## config.mk

```make
export PLATFORM = sky130hd
export DESIGN_NAME = gj_stream_scheduler
export DESIGN_NICKNAME = d
export VERILOG_FILES = /design/src/rtl/gj_stream_scheduler.sv
export SDC_FILE = /design/constraint.sdc
export NUM_CORES = 1
export LEC_CHECK = 0
export CAP_MARGIN = 20
export CELL_PAD_IN_SITES_DETAIL_PLACEMENT = 0
export CELL_PAD_IN_SITES_GLOBAL_PLACEMENT = 2
export CORE_MARGIN = 2
export CORE_UTILIZATION = 20
export CTS_BUF_LIST = sky130_fd_sc_hd__clkbuf_2
export CTS_CLUSTER_SIZE = 28
export DETAILED_ROUTE_END_ITERATION = 6
export PLACE_DENSITY_LB_ADDON = 0.25
export SETUP_SLACK_MARGIN = 0.15
export SYNTH_ARGS = -nofsm -noshare
export SYNTH_HDL_FRONTEND = slang
export SYNTH_SLANG_ARGS = --single-unit
```

## constraint.sdc

```tcl
create_clock -name clk -period 5.3 [get_ports clk]
set_clock_uncertainty 0.15 [all_clocks]
set_input_delay 1.06 -clock clk [delete_from_list [all_inputs] [get_ports clk]]
set_output_delay 1.06 -clock clk [all_outputs]
set_load 0.005 [all_outputs]
```

## src/rtl/gj_stream_scheduler.sv

```systemverilog
`default_nettype none
// ============================================================================
// Module   : gj_stream_scheduler
// Brief    : Packet-granular round-robin arbiter sharing the gap-junction
//            core's single AXI-Stream input between two packet sources.
// Revision : 1.0 - initial release
// ============================================================================
module gj_stream_scheduler #(
    parameter int DATA_WIDTH  = 32,
    parameter int MAX_PACKETS = 20000,
    parameter int CNT_WIDTH   = 20
) (
    input  logic                  clk,
    input  logic                  reset,
    input  logic                  enable,

    input  logic [DATA_WIDTH-1:0] s0_TDATA,
    input  logic                  s0_TVALID,
    input  logic                  s0_TLAST,
    output logic                  s0_TREADY,

    input  logic [DATA_WIDTH-1:0] s1_TDATA,
    input  logic                  s1_TVALID,
    input  logic                  s1_TLAST,
    output logic                  s1_TREADY,

    output logic [DATA_WIDTH-1:0] input_r_TDATA_0,
    output logic                  input_r_TVALID_0,
    output logic                  input_r_TLAST_0,
    input  logic                  input_r_TREADY_0,

    output logic [1:0]            grant,
    output logic [CNT_WIDTH-1:0]  packet_count,
    output logic                  done
);

    localparam logic [1:0] c_st_idle = 2'd0;
    localparam logic [1:0] c_st_busy = 2'd1;
    localparam logic [1:0] c_st_done = 2'd2;

    localparam logic [CNT_WIDTH-1:0] c_max_count = CNT_WIDTH'(MAX_PACKETS);
    localparam logic [CNT_WIDTH-1:0] c_count_sat = '1;
    localparam logic [CNT_WIDTH-1:0] c_count_one = CNT_WIDTH'(1);
    localparam bit                   c_limited   = (MAX_PACKETS != 0);

    logic [1:0]           r_state;
    logic [1:0]           w_state_nxt;
    logic [1:0]           r_grant;
    logic [1:0]           w_grant_nxt;
    logic                 r_rr_ptr;
    logic                 w_rr_ptr_nxt;
    logic [CNT_WIDTH-1:0] r_count;
    logic [CNT_WIDTH-1:0] w_count_nxt;
    logic [CNT_WIDTH-1:0] w_count_inc;
    logic                 r_done;
    logic                 w_done_nxt;
    logic                 w_pkt_end;

    // Zero-latency datapath: the registered grant alone steers the mux.
    always_comb begin
        input_r_TDATA_0  = '0;
        input_r_TVALID_0 = 1'b0;
        input_r_TLAST_0  = 1'b0;
        s0_TREADY        = 1'b0;
        s1_TREADY        = 1'b0;
        if (r_grant[0]) begin
            input_r_TDATA_0  = s0_TDATA;
            input_r_TVALID_0 = s0_TVALID;
            input_r_TLAST_0  = s0_TLAST;
            s0_TREADY        = input_r_TREADY_0;
        end else if (r_grant[1]) begin
            input_r_TDATA_0  = s1_TDATA;
            input_r_TVALID_0 = s1_TVALID;
            input_r_TLAST_0  = s1_TLAST;
            s1_TREADY        = input_r_TREADY_0;
        end
    end

    assign w_pkt_end   = input_r_TVALID_0 & input_r_TREADY_0 & input_r_TLAST_0;
    assign w_count_inc = (r_count == c_count_sat) ? r_count : r_count + c_count_one;

    always_comb begin
        w_state_nxt  = r_state;
        w_grant_nxt  = r_grant;
        w_rr_ptr_nxt = r_rr_ptr;
        w_count_nxt  = r_count;
        w_done_nxt   = r_done;
        case (r_state)
            c_st_idle: begin
                w_grant_nxt = 2'b00;
                if (enable && !r_done && (s0_TVALID || s1_TVALID)) begin
                    w_state_nxt = c_st_busy;
                    if (s0_TVALID && s1_TVALID) begin
                        w_grant_nxt = r_rr_ptr ? 2'b10 : 2'b01;
                    end else if (s0_TVALID) begin
                        w_grant_nxt = 2'b01;
                    end else begin
                        w_grant_nxt = 2'b10;
                    end
                end
            end
            c_st_busy: begin
                if (w_pkt_end) begin
                    w_count_nxt  = w_count_inc;
                    // Favour the source that did not just finish.
                    w_rr_ptr_nxt = r_grant[0];
                    w_grant_nxt  = 2'b00;
                    if (c_limited && (w_count_inc == c_max_count)) begin
                        w_state_nxt = c_st_done;
                        w_done_nxt  = 1'b1;
                    end else begin
                        w_state_nxt = c_st_idle;
                    end
                end
            end
            c_st_done: begin
                w_grant_nxt = 2'b00;
                w_done_nxt  = 1'b1;
            end
            default: begin
                w_state_nxt = c_st_idle;
                w_grant_nxt = 2'b00;
            end
        endcase
    end

    always_ff @(posedge clk) begin
        if (reset) begin
            r_state  <= c_st_idle;
            r_grant  <= 2'b00;
            r_rr_ptr <= 1'b0;
            r_count  <= '0;
            r_done   <= 1'b0;
        end else begin
            r_state  <= w_state_nxt;
            r_grant  <= w_grant_nxt;
            r_rr_ptr <= w_rr_ptr_nxt;
            r_count  <= w_count_nxt;
            r_done   <= w_done_nxt;
        end
    end

    assign grant        = r_grant;
    assign packet_count = r_count;
    assign done         = r_done;

endmodule
`default_nettype wire

```

==> impl_metrics.yaml <==
logic_synthesis:
  synthFlopType: "dfxtp_1"
  yosysTopAreaCellShare: 0.266
  syn-instance-count: 239
  ys_seq_area_frac: 0.266
  syn_nets: 312
  synth-async-reset-ratio: 0
  synth_area_leader_cell: "dfxtp_1"
  synth_edf_count: 0
  synth_warnings: 0
  netlist_top_cells_area: "dfxtp_1, a22o_1, nor2_1, xnor2_1, nand2_1"
  ys_types: 59
  synth_area_mm2: 0.00196
  ys_seq_elements: 26
  syn_area_per_cell_um2: 8.18
layout:
  fillCellCount: 1042
  final_common_cell: "clkdlybuf4s50_1"
  final_cell_mix: "clkdlybuf4s50_1, a22o_1, nor2_1"
  drive_above_1_share: 0.0616
  fin_nets: 431
  insertedDiodeCount: 0
  syn2layout_area_growth_pct: 73.1
global_route:
  grt.total_usage: 0.133
  grt_start_max_net_pins: 43
  first_global_vias: 1996
  gr-usage-met3: 0.0264
  grt_overflow_total: 0
  busiest_layer: "met2"
  grt_first_pass_wirelength_mm: 10.9
  grt_use_met2: 0.226
  antenna_found_initial: 0
  met1_usage: 0.170
clocking:
  cts.sinks: 26
  hold_buffers: 0
  cts_tree: "yes"
  cts.clk_slew.worst_paths_ns: 0.28
  cts_buffers: 3
  cts_root_buf: "clkbuf_2"
  h-tree-depth: 1
  clock_path_buffers: 2
  clk_latency_ns: 0.39
  cts_resized: 0
  post-cts-setup-buffer-count: 0
placement:
  portBuffers: 130
  place_congestion: 0.802
  dp_slack_ns: 1.74
  dp_hpwl_mm: 6.07
pwr:
  p_per_area_mw_per_mm2: 118
  vdd_drop_max_mv: 0.0631
  p_leak_nw: 1.16
  internal_power_mw: 0.297
  power_frac_clock: 0.209
  comb_power_share: 0.293
  total_power_mw: 0.400
  switching_share: 0.259
  p_sw_mw: 0.104
  seqPwrFrac: 0.498
detailed_routing:
  initialDrtViolationCount: 81
  first_pass_iters: 4
  drc: 0
  wl_per_cell_um: 16.2
  finalWirelength_mm: 7.94
  dr_total_vias: 2288
  final_antenna_net_count: 0
  vias_per_cell: 4.67
setup_path:
  endpoint_kind: "primary output"
  worstPathArrival_ns: 2.30
  cp.required_ns: 4.09
  crit_type: "in -> out"
  critPathMaxFanout: 5
  setup.worst_path.start_class: "primary input"
die:
  start_util: 0.203
  die_area_mm2: 0.0106
  io_pins: 131
  core.rowCount: 36
  die_h_um: 103
  core_mm2: 0.00964
  die_w_um: 103
run_status:
  status: "completed"
sta:
  rsz0062_at_grt: "false"
  setup_viol: 0
  hold_viol_final: 0
  fin_ws_ns: 1.79
  period_share: 0.662
  whs_ns: 0.380
  max_freq_mhz: 285
  slew_violations: 0
  tightest_slew_ns: 0.835
  fin_tns_setup_ns: 0
  fin_crit_ns: 3.51
  slew_headroom: 0.442
flow_run:
  drv_cap: 0
hold_path:
  hp-class: "reg -> reg"
-- critical path, stage by stage --
cell and delay (ns):
clkdlybuf4s50_1 0.57, a22o_1 0.17, clkdlybuf4s50_1 0.49
-- final timing paths --
check                   from          endpoint  slack (ns)  cells past startpoint
hold reg to reg   r_state[1]        r_state[1]        0.38                      2
setup / recovery   s0_TVALID  input_r_TVALID_0        1.79                      3
hold / removal    r_state[1]        r_state[1]        0.38                      2
setup reg to reg    grant[0]  packet_count[10]        2.56                      7
-- final cells by class --
class | instances | area [um^2] | share of cell area
Timing Repair Buffer | 133 | 1320 | 0.391
Tap cell | 133 | 166 | 0.0492
Clock buffer | 3 | 15.0 | 0.00443
Inverter | 3 | 11.3 | 0.00333
Multi-Input combinational cell | 191 | 1350 | 0.397
Clock inverter | 1 | 3.75 | 0.00111
Sequential cell | 26 | 520 | 0.154
-- cells in the mapped netlist (3+ instances only) --
library cell / n
nand3_1: 9
a21oi_1: 7
inv_1: 3
nand2b_1: 3
nand4_1: 4
dfxtp_1: 26
buf_2: 7
nor2_1: 29
nand2_1: 19
o21ai_0: 6
xor2_1: 5
xnor2_1: 10
nand3_2: 3
nor4_1: 3
a22o_1: 33
and2_1: 4
and3_1: 4
and4_1: 3
a211oi_1: 3
clkbuf_1: 10
-- per-layer routing --
layer | vias up | wire length (um) | part of all wire
met3 | 9 | 587 | 0.074
met5 | - | 0 | 0
li1 | 1140 | - | -
met2 | 93 | 3890 | 0.49
met4 | 0 | 104 | 0.013
met1 | 1046 | 3360 | 0.42
-- logic make-up after synthesis --
family / share of synthesized area
AND/OR/NAND/NOR: 0.298
flip-flops: 0.266
multiplexers: 0.0160
AO/OA/AOI/OAI: 0.299
XOR/XNOR: 0.0672
adder cells (fa/ha/maj): 0.00640
buffers and inverters: 0.0473
-- through the flow --
stage           util  cell area [um^2]  cells
4_1_cts        0.351              3390    490
2_1_floorplan      -              1960    239
3_3_place_gp   0.349              3370    486
5_1_grt        0.351              3390    490
6_report       0.351              3390    490
3_5_place_dp   0.349              3370    486
-- power by group through the flow --
stage	registers [mW]	clock network, mW	logic [mW]
floorplan	0.203	0	0.0298
global placement	0.203	0	0.119
detailed placement	0.203	0	0.118
CTS	0.199	0.0877	0.119
global route	0.200	0.0962	0.126
finish	0.199	0.0837	0.117
-- state kept, by name (all words and copies together) (netlist names) --
register	cells
packet_count	20
done	1
grant	2
r_state	2
r_rr_ptr	1
Power figures use the tool's default switching activity.
